**src/rtl/aud_dsp_gen2.sv**
```systemverilog
// Playback DSP between the recording SRAM and the DAC serialiser: one output sample per
// LR-clock falling edge, with fast / slow-hold / slow-linear play, reverse, end address and pause.
module aud_dsp_gen2 #(
   parameter int DW = 16,
   parameter int AW = 20,
   parameter int SW = 4
) (
   input  logic          i_clk,
   input  logic          i_rst,
   input  logic          i_start,
   input  logic          i_pause,
   input  logic          i_stop,
   input  logic [1:0]    i_mode,
   input  logic [SW-1:0] i_speed,
   input  logic          i_reverse,
   input  logic [AW-1:0] i_end_addr,
   input  logic          i_daclrck,
   input  logic [DW-1:0] i_sram_data,
   output logic [AW-1:0] o_sram_addr,
   output logic [DW-1:0] o_dac_data,
   output logic          o_dac_valid,
   output logic          o_busy,
   output logic          o_done
);
   localparam int LAT = DW + SW + 4;
   localparam int PW  = DW + SW;
   localparam int CW  = $clog2(LAT + 1);
   localparam logic [SW-1:0] SPD1 = {{(SW-1){1'b0}}, 1'b1};
   localparam logic [AW-1:0] ADR1 = {{(AW-1){1'b0}}, 1'b1};

   typedef enum logic [1:0] {S_IDLE, S_PLAY, S_PAUSE} state_t;

   state_t        r_state;
   logic          r_lrck;
   logic [AW-1:0] r_addr;
   logic [SW-1:0] r_k;
   logic [SW-1:0] r_spd;
   logic          r_slow;
   logic          r_lin;
   logic          r_rev;
   logic [CW-1:0] r_cnt;
   logic [DW-1:0] r_a;
   logic          r_neg;
   logic [SW-1:0] r_rem;
   logic [PW-1:0] r_quo;
   logic          r_fin;
   logic [DW-1:0] r_dac_data;
   logic          r_dac_valid;
   logic          r_done;

   logic               w_tick;
   logic [SW-1:0]      w_spd;
   logic [AW-1:0]      w_nb;
   logic signed [DW:0] w_diff;
   logic signed [PW:0] w_prod;
   logic [PW-1:0]      w_mag;
   logic [SW:0]        w_shift;
   logic               w_ge;
   logic [DW-1:0]      w_qs;
   logic [DW-1:0]      w_sum;
   logic [SW-1:0]      w_kinc;
   logic               w_adv;
   logic [AW:0]        w_step;
   logic [AW:0]        w_next;
   logic               w_end;

   assign w_tick = r_lrck & ~i_daclrck;
   assign w_spd  = (i_speed == '0) ? SPD1 : i_speed;

   // Second fetch address, clamped at either end of the buffer.
   always_comb begin
      w_nb = r_addr;
      if (r_rev) begin
         if (r_addr != '0)
            w_nb = r_addr - ADR1;
      end else if (r_addr < i_end_addr) begin
         w_nb = r_addr + ADR1;
      end
   end

   assign o_sram_addr = (r_cnt == CW'(2)) ? w_nb : r_addr;

   assign w_diff = $signed({i_sram_data[DW-1], i_sram_data}) - $signed({r_a[DW-1], r_a});
   assign w_prod = $signed({{SW{w_diff[DW]}}, w_diff}) * $signed({{(DW+1){1'b0}}, r_k});
   assign w_mag  = w_prod[PW] ? PW'(-w_prod) : w_prod[PW-1:0];

   assign w_shift = {r_rem, r_quo[PW-1]};
   assign w_ge    = (w_shift >= {1'b0, r_spd});

   // The true sum always lies between A and B, so modular DW-bit arithmetic is exact.
   assign w_qs  = r_neg ? (-r_quo[DW-1:0]) : r_quo[DW-1:0];
   assign w_sum = r_a + w_qs;

   assign w_kinc = r_k + SPD1;
   assign w_adv  = ~r_slow | (w_kinc == r_spd);
   assign w_step = r_slow ? (AW+1)'(w_adv) : (AW+1)'(r_spd);
   assign w_next = r_rev ? ({1'b0, r_addr} - w_step) : ({1'b0, r_addr} + w_step);
   assign w_end  = w_adv & (r_rev ? w_next[AW] : (w_next > {1'b0, i_end_addr}));

   always_ff @(posedge i_clk) begin
      if (i_rst) begin
         r_state     <= S_IDLE;
         r_lrck      <= 1'b0;
         r_addr      <= '0;
         r_k         <= '0;
         r_spd       <= SPD1;
         r_slow      <= 1'b0;
         r_lin       <= 1'b0;
         r_rev       <= 1'b0;
         r_cnt       <= '0;
         r_a         <= '0;
         r_neg       <= 1'b0;
         r_rem       <= '0;
         r_quo       <= '0;
         r_fin       <= 1'b0;
         r_dac_data  <= '0;
         r_dac_valid <= 1'b0;
         r_done      <= 1'b0;
      end else begin
         r_lrck      <= i_daclrck;
         r_dac_valid <= 1'b0;
         r_done      <= 1'b0;
         if (i_stop || r_fin) begin
            r_state    <= S_IDLE;
            r_addr     <= '0;
            r_k        <= '0;
            r_dac_data <= '0;
            r_cnt      <= '0;
            r_fin      <= 1'b0;
            r_done     <= r_fin & ~i_stop;
         end else if (i_pause) begin
            if (r_state == S_PLAY) begin
               r_state    <= S_PAUSE;
               r_cnt      <= '0;
               r_dac_data <= '0;
            end
         end else if (i_start && r_state != S_PLAY) begin
            r_state <= S_PLAY;
            if (r_state == S_IDLE) begin
               r_addr <= i_reverse ? i_end_addr : '0;
               r_k    <= '0;
            end
         end else if (r_state == S_PLAY) begin
            if (r_cnt == '0) begin
               if (w_tick) begin
                  r_cnt <= CW'(1);
                  // Play settings only change on a source-sample boundary.
                  if (r_k == '0) begin
                     r_spd  <= w_spd;
                     r_slow <= (i_mode == 2'd1) || (i_mode == 2'd2);
                     r_lin  <= (i_mode == 2'd2);
                     r_rev  <= i_reverse;
                  end
               end
            end else begin
               r_cnt <= (r_cnt == CW'(LAT-1)) ? '0 : r_cnt + CW'(1);
               if (r_cnt == CW'(1)) begin
                  r_a <= i_sram_data;
               end else if (r_cnt == CW'(2)) begin
                  r_neg <= w_prod[PW];
                  r_quo <= w_mag;
                  r_rem <= '0;
               end else if (r_cnt == CW'(LAT-1)) begin
                  r_dac_data  <= r_lin ? w_sum : r_a;
                  r_dac_valid <= 1'b1;
                  if (w_end) begin
                     r_fin <= 1'b1;
                  end else begin
                     r_addr <= w_next[AW-1:0];
                     r_k    <= w_adv ? '0 : w_kinc;
                  end
               end else begin
                  r_rem <= w_ge ? SW'(w_shift - {1'b0, r_spd}) : w_shift[SW-1:0];
                  r_quo <= {r_quo[PW-2:0], w_ge};
               end
            end
         end
      end
   end

   assign o_dac_data  = r_dac_data;
   assign o_dac_valid = r_dac_valid;
   assign o_busy      = (r_state != S_IDLE);
   assign o_done      = r_done;

endmodule

```
**config.mk**
```make
export PLATFORM = sky130hd
export DESIGN_NAME = aud_dsp_gen2
export DESIGN_NICKNAME = d
export VERILOG_FILES = /design/src/rtl/aud_dsp_gen2.sv
export SDC_FILE = /design/constraint.sdc
export NUM_CORES = 1
export LEC_CHECK = 0
export ABC_AREA = 0
export CELL_PAD_IN_SITES_DETAIL_PLACEMENT = 0
export CELL_PAD_IN_SITES_GLOBAL_PLACEMENT = 2
export CORE_MARGIN = 3
export CORE_UTILIZATION = 39
export CTS_CLUSTER_SIZE = 40
export DETAILED_ROUTE_END_ITERATION = 8
export MAX_ROUTING_LAYER = met4
export PLACE_DENSITY_LB_ADDON = 0.1
export SYNTH_ARGS = -nofsm -noshare
export SYNTH_HDL_FRONTEND = slang
export SYNTH_SLANG_ARGS = --single-unit
```
**constraint.sdc**
```tcl
create_clock -name i_clk -period 25.3 [get_ports i_clk]
set_input_delay 7.59 -clock i_clk [delete_from_list [all_inputs] [get_ports i_clk]]
set_output_delay 7.59 -clock i_clk [all_outputs]
set_load 0.02 [all_outputs]
```
==> results of run 1 <==
power by group through the flow:
stage / clock, uW / sequential, uW / combinational (uW)
after global placement: 0 / 163 / 58.4
after floorplan: 0 / 161 / 34.4
after global routing: 159 / 159 / 63.9
after detailed placement: 0 / 163 / 58.2
final: 151 / 159 / 58.3
after CTS: 155 / 159 / 58.5
layout by cell type (no fill, tap or decap), types with 50 or more instances in the layout:
| master | netlist | layout |
|---|---|---|
| and2_1 | 50 | 50 |
| nor2_1 | 103 | 103 |
| o21ai_0 | 56 | 56 |
| clkdlybuf4s50_1 | 0 | 86 |
| dfxtp_1 | 99 | 99 |
| a21oi_1 | 134 | 134 |
| ha_1 | 147 | 147 |
| inv_1 | 156 | 156 |
| nor3_1 | 57 | 55 |
| xnor2_1 | 82 | 82 |
| nand2_1 | 140 | 140 |
cell usage after synthesis, drive strengths merged, types with 17 or more instances:
master	instances	area (um^2)
inv	156	586
ha	147	1840
nand2	140	526
a21oi	135	679
nor2	103	387
dfxtp	99	1980
xnor2	82	718
o21ai	67	339
clkbuf	58	218
nor3	57	285
and2	50	313
and3	38	238
fa	38	761
xor2	34	305
nand3	33	165
o31ai	28	224
nand4	26	163
a211oi	23	178
a21o	22	165
o22ai	20	131
mux2i	19	190
nand2b	17	106
nor2b	17	106
logic make-up after synthesis:
family | share of synthesized area
AND/OR/NAND/NOR | 0.238
AO/OA/AOI/OAI | 0.208
buffers and inverters | 0.0698
adder cells (fa/ha/maj) | 0.216
XOR/XNOR | 0.0851
flip-flops | 0.165
multiplexers | 0.0186
stage by stage:
stage / instances / power, uW / worst slack, ps / utilization / area, um^2
3_3_place_gp: 2010 / 221 / 6150 / 0.440 / 13200
2_1_floorplan: 1586 / 195 / 7390 / - / 12000
6_report: 2026 / 368 / 6110 / 0.451 / 13500
4_1_cts: 2026 / 372 / 6120 / 0.451 / 13500
3_5_place_dp: 2010 / 221 / 6140 / 0.440 / 13200
5_1_grt: 2026 / 382 / 5900 / 0.451 / 13500
worst max-delay path by stage:
stage | slack, ps | cells past startpoint | to
2_1_floorplan | 7390 | 12 | o_sram_addr[17]
3_3_place_gp | 6150 | 14 | o_sram_addr[7]
3_5_place_dp | 6140 | 14 | o_sram_addr[7]
4_1_cts | 6120 | 14 | o_sram_addr[7]
5_1_grt | 5900 | 14 | o_sram_addr[19]
6_report | 6110 | 14 | o_sram_addr[7]
worst max-delay path, cell delays in order:
cell	delay, ps
clkdlybuf4s50_1	470
inv_1	60
ha_1	320
a21o_1	160
a21o_1	170
a21o_1	170
a21o_1	170
a21o_1	170
a2111oi_1	440
o221ai_2	440
nor4b_1	490
a31oi_1	160
xnor2_1	160
clkdlybuf4s50_1	620
layer usage:
metal | wire length, um | part of all wire
met1 | 18200 | 0.49
met2 | 16700 | 0.45
met3 | 1270 | 0.034
met4 | 916 | 0.025
met5 | 0 | 0
layout make-up:
class / instances / area, um^2
inverter: 156 / 586
fill: 3096 / 16500
timing repair buffer: 99 / 956
tap: 390 / 488
sequential: 99 / 1980
multi-input combinational: 1266 / 9210
clock buffer: 9 / 225
clock inverter: 7 / 96.3
registers in the layout (all words and copies together) (netlist names), 2 cells and up:
signal,flops
r_spd,4
r_k,4
r_quo,20
r_state,2
r_rem,4
r_a,16
r_addr,20
r_cnt,5
o_dac_data,16
==> results.sh, run 1 <==
export IMPL_core_area_mm2=0.0300
export IMPL_row_count=63
export IMPL_rsz0062_at_grt="false"
export IMPL_cts_post_setup_buffers_inserted=0
export IMPL_clkPwrFrac=0.409
export IMPL_cts_hold_buffers=0
export IMPL_wire_per_inst_um=18.3
export IMPL_clkSlewWorstSetupHoldPaths_ps=90
export IMPL_clock_sinks=99
export IMPL_synth_seq_cells=99
export IMPL_post_cts_resize_count=0
export IMPL_gr_max_usage_layer="met2"
export IMPL_layout_min_cycle_time_ps=19190
export IMPL_grt_start_max_net_pins=54
export IMPL_synth_edf_count=0
export IMPL_switchingPower_uw=116
export IMPL_cap_violations=0
export IMPL_ys_flop_type="dfxtp_1"
export IMPL_worstHoldEndpoint="o_dac_data[11]$_SDFFE_PP0P_"
export IMPL_overflow=0
export IMPL_fp_dieH_um=182
export IMPL_vias_per_cell=5.59
export IMPL_hold_depth=2
export IMPL_place_congestion=0.879
export IMPL_syn_to_final_growth_pct=12.7
export IMPL_clk_latency_ps=370
export IMPL_ioPinCount=88
export IMPL_clockRootBuffer="clkbuf_16"
export IMPL_cellPowerDensity_mw_per_mm2=27.2
export IMPL_finalHoldViolCount=0
export IMPL_p_seq_frac=0.432
export IMPL_hold_path_class="reg2reg"
export IMPL_finalClockSkew_ps=18.4
export IMPL_r2r_start="r_k[0]$_SDFFE_PP0P_"
export IMPL_cts_path_max_buffers=2
export IMPL_use_met1=0.309
export IMPL_fin_crit_sh=0.759
export IMPL_critPathKind="in2out"
export IMPL_yosysWarnings=0
export IMPL_drtPass1Iterations=5
export IMPL_fmax_mhz=52.1
export IMPL_yosysSeqAreaShare=0.165
export IMPL_grt_use_total=0.225
export IMPL_grt_pass1_wl_um=58700
export IMPL_cts_tree="built"
export IMPL_crit_path_start_kind="input port"
export IMPL_dp_hpwl_um=29700
export IMPL_end_kind="output port"
export IMPL_power_leakage_uw=0.00588
export IMPL_fin_nets=1865
export IMPL_drt_iter0_drc=612
export IMPL_drc=0
export IMPL_initial_utilization=0.400
export IMPL_setup_violations=0
export IMPL_crit_fanout=18
export IMPL_hold_slack_ps=466
export IMPL_synthesis_nets=1820
export IMPL_cts_made_buffers=9
export IMPL_layout_drive_gt1_share=0.0397
export IMPL_outcome="completed"
export IMPL_worst_pin_slew_ps=970
export IMPL_worst_slew_margin_rel=0.353
export IMPL_grt_pass1_vias=10850
export IMPL_reg2reg_setup_slack_ps=16360
export IMPL_die_x_um=182
export IMPL_portBuffers=87
export IMPL_netlist_area_mm2=0.0120
export IMPL_power_frac_comb=0.159
export IMPL_dieArea_mm2=0.0330
export IMPL_slew_viol_final=0
export IMPL_antenna_found_initial=0
export IMPL_async_flop_share=0
export IMPL_switching_share=0.314
export IMPL_totalWireLength_um=37100
export IMPL_ir_worst_vdd_mv=0.0274
export IMPL_worstPathRequired_ps=17710
export IMPL_detail_route_antenna_nets=0
export IMPL_crit_path_start="i_end_addr[5]"
export IMPL_htreeDepth=3
export IMPL_worstHoldStart="o_dac_data[11]$_SDFFE_PP0P_"
export IMPL_synth_area_per_cell_um2=7.58
export IMPL_reg2reg_to="r_addr[19]$_SDFFE_PP0P_"
export IMPL_fin_tns_setup_ps=0
export IMPL_r2r_cells=27
export IMPL_postSynthCellCount=1586
export IMPL_grtUsageMet2=0.357
export IMPL_met3_usage=0.0152
export IMPL_worstPathArrival_ps=11600
export IMPL_antenna_cells=0
export IMPL_vias=11317
export IMPL_internal_power_uw=252
export IMPL_synth_distinct_cells=83
(Power assumes the default switching activity.)
==> run 2, diff against run 1 <==
--- a/config.mk
+++ b/config.mk
@@ -9,7 +9,7 @@
 export CELL_PAD_IN_SITES_DETAIL_PLACEMENT = 0
 export CELL_PAD_IN_SITES_GLOBAL_PLACEMENT = 2
 export CORE_MARGIN = 3
-export CORE_UTILIZATION = 39
+export CORE_UTILIZATION = 32
 export CTS_CLUSTER_SIZE = 40
 export DETAILED_ROUTE_END_ITERATION = 8
 export MAX_ROUTING_LAYER = met4
==> constraint.sdc (replaced) <==
create_clock -name i_clk -period 17.6 [get_ports i_clk]
set_input_delay 5.28 -clock i_clk [delete_from_list [all_inputs] [get_ports i_clk]]
set_output_delay 5.28 -clock i_clk [all_outputs]
set_load 0.02 [all_outputs]
==> results.sh, run 2 (synthesis gave the netlist of run 1 again) <==
export IMPL_detail_route_antenna_nets=0
export IMPL_cpPeakStageDelay_ps=620
export IMPL_path_common_cell="a21o_1"
export IMPL_wire_per_inst_um=18.9
export IMPL_overflow=0
export IMPL_slew_viol_final=0
export IMPL_hold_path_class="reg2reg"
export IMPL_layout_min_cycle_time_ps=14620
export IMPL_fillers=3995
export IMPL_grt_start_max_net_pins=54
export IMPL_worstPathRequired_ps=12320
export IMPL_worst_slew_margin_rel=0.289
export IMPL_maxUsedRoutingLayer="met4"
export IMPL_rsz0062_at_grt="false"
export IMPL_vias=11180
export IMPL_totalWireLength_um=39700
export IMPL_crit_path_start_kind="input port"
export IMPL_cap_violations=0
export IMPL_core_area_mm2=0.0368
export IMPL_wl_met3_um=944
export IMPL_finalHoldViolCount=0
export IMPL_dieArea_mm2=0.0399
export IMPL_cts_hold_buffers=0
export IMPL_worst_pin_slew_ps=1060
export IMPL_antenna_cells=0
export IMPL_critical_path_buf_inv_count=3
export IMPL_fin_crit_sh=0.831
export IMPL_cts_tree="built"
export IMPL_power_leakage_uw=0.00587
export IMPL_drt_iter0_drc=550
export IMPL_cts_path_max_buffers=2
export IMPL_grt_pass1_vias=11034
export IMPL_post_cts_resize_count=0
export IMPL_fin_tns_setup_ps=0
export IMPL_critPathKind="in2out"
export IMPL_largestRegisters="r_addr x20, r_quo x20"
export IMPL_setup_violations=0
export IMPL_final_common_cell="inv_1"
export IMPL_die_x_um=200
export IMPL_grt_pass1_wl_um=62700
export IMPL_vias_per_cell=5.32
export IMPL_fp_dieH_um=200
export IMPL_finalClockSkew_ps=11.7
export IMPL_ioPinCount=88
export IMPL_fin_nets=1864
export IMPL_fmax_mhz=68.4
export IMPL_switching_share=0.308
export IMPL_layout_drive_gt1_share=0.0391
export IMPL_cts_post_setup_buffers_inserted=0
export IMPL_internal_power_uw=373
export IMPL_m1WireLength_um=19700
export IMPL_mostFrequentLayoutCells="inv_1 (156), ha_1 (147), nand2_1 (140), a21oi_1 (134), nor2_1 (103)"
export IMPL_power_total_uw=539
export IMPL_row_count=70
export IMPL_clkPwrFrac=0.419
export IMPL_crit_family="compound AO/OA/AOI/OAI gates"
export IMPL_portBuffers=87
export IMPL_met2_length_um=18400
export IMPL_drc=0
export IMPL_crit_path_cell_trace="clkdlybuf4s50_1 -> inv_1 -> ha_1 -> a21o_1 -> a21o_1 -> a21o_1 -> a21o_1 -> a21o_1 -> a2111oi_1 -> o221ai_2 -> nor4b_1 -> a31oi_1 -> xnor2_1 -> clkdlybuf4s50_1"
export IMPL_critPathSlowestCell="clkdlybuf4s50_1"
export IMPL_drtPass1Iterations=4
export IMPL_worstPathArrival_ps=9340
export IMPL_p_seq_frac=0.424
export IMPL_end_kind="output port"
export IMPL_cts_made_buffers=9
export IMPL_clk_latency_ps=380
export IMPL_clkSlewWorstSetupHoldPaths_ps=80
export IMPL_crit_fanout=18
export IMPL_outcome="completed"
export IMPL_grt_use_total=0.208
export IMPL_initial_utilization=0.327
export IMPL_clock_sinks=99
export IMPL_place_congestion=0.868
export IMPL_switchingPower_uw=166
export IMPL_power_frac_comb=0.157
export IMPL_syn_to_final_growth_pct=13.4
export IMPL_antenna_found_initial=0
export IMPL_clockRootBuffer="clkbuf_16"
export IMPL_cellPowerDensity_mw_per_mm2=39.5
export IMPL_ir_worst_vdd_mv=0.0415
export IMPL_dp_hpwl_um=31800
export IMPL_htreeDepth=3
run 2: changes by cell type in the layout (fill, tap and decap cells not counted):
cell        previous run  this run
inv_12                 1         0
inv_6                  1         2
clkinv_8               3         1
buf_4                 12        11
bufinv_16              0         1
clkinvlp_4             0         1
run 2: per-stage QoR:
| step | worst slack, ps | hold WS (ps) | utilization | instances | instance area [um^2] |
|---|---|---|---|---|---|
| floorplan | 4310 | 450 | - | 1586 | 12000 |
| global route | 2690 | 489 | 0.371 | 2103 | 13600 |
| CTS | 2960 | 461 | 0.371 | 2103 | 13600 |
| finish | 2980 | 458 | 0.371 | 2103 | 13600 |
| global placement | 3060 | 444 | 0.362 | 2087 | 13300 |
| detailed placement | 2990 | 450 | 0.362 | 2087 | 13300 |
run 2: final cells by class:
cell class	instances	area, um^2	share of cell area
clock buffers	9	225	0.0165
well taps	468	586	0.0430
repair buffers	98	948	0.0696
flip-flops and latches	99	1980	0.145
inverters	156	586	0.0430
clock inverters	7	93.8	0.00688
multi-input cells	1266	9210	0.676
run 2: final timing paths:
path,start,end,slack [ps],depth (start not counted)
setup / recovery,i_end_addr[5],o_sram_addr[7],2980,14
setup reg to reg,r_k[1]$_SDFFE_PP0P_,r_addr[19]$_SDFFE_PP0P_,8020,27
hold / removal,o_dac_data[1]$_SDFFE_PP0P_,o_dac_data[1]$_SDFFE_PP0P_,460,2
hold reg to reg,o_dac_data[1]$_SDFFE_PP0P_,o_dac_data[1]$_SDFFE_PP0P_,460,2
run 2: power by group through the flow:
stage	clock network (uW)	logic, uW	registers, uW
6_report	226	84.8	228
5_1_grt	240	94.1	229
4_1_cts	233	85.9	228
3_5_place_dp	0	85.3	234
3_3_place_gp	0	85.8	234
2_1_floorplan	0	49.4	231
run 2: metal layers:
| layer | vias to the layer above | GRT usage |
|---|---|---|
| met4 | 0 | 0.0486 |
| met2 | 157 | 0.336 |
| met5 | - | - |
| met1 | 5312 | 0.282 |
| met3 | 28 | 0.0203 |
| li1 | 5683 | - |
run 2: worst reg2reg max path: cells and delay by family (launching register included):
family,cells,cell delay (ps)
adders and majority gates,4,1330
AOI/OAI and AO/OA,14,4360
buffers and inverters,2,430
xor gates and xnor gates,2,270
DFF,1,910
and+or+nand+nor,5,2190
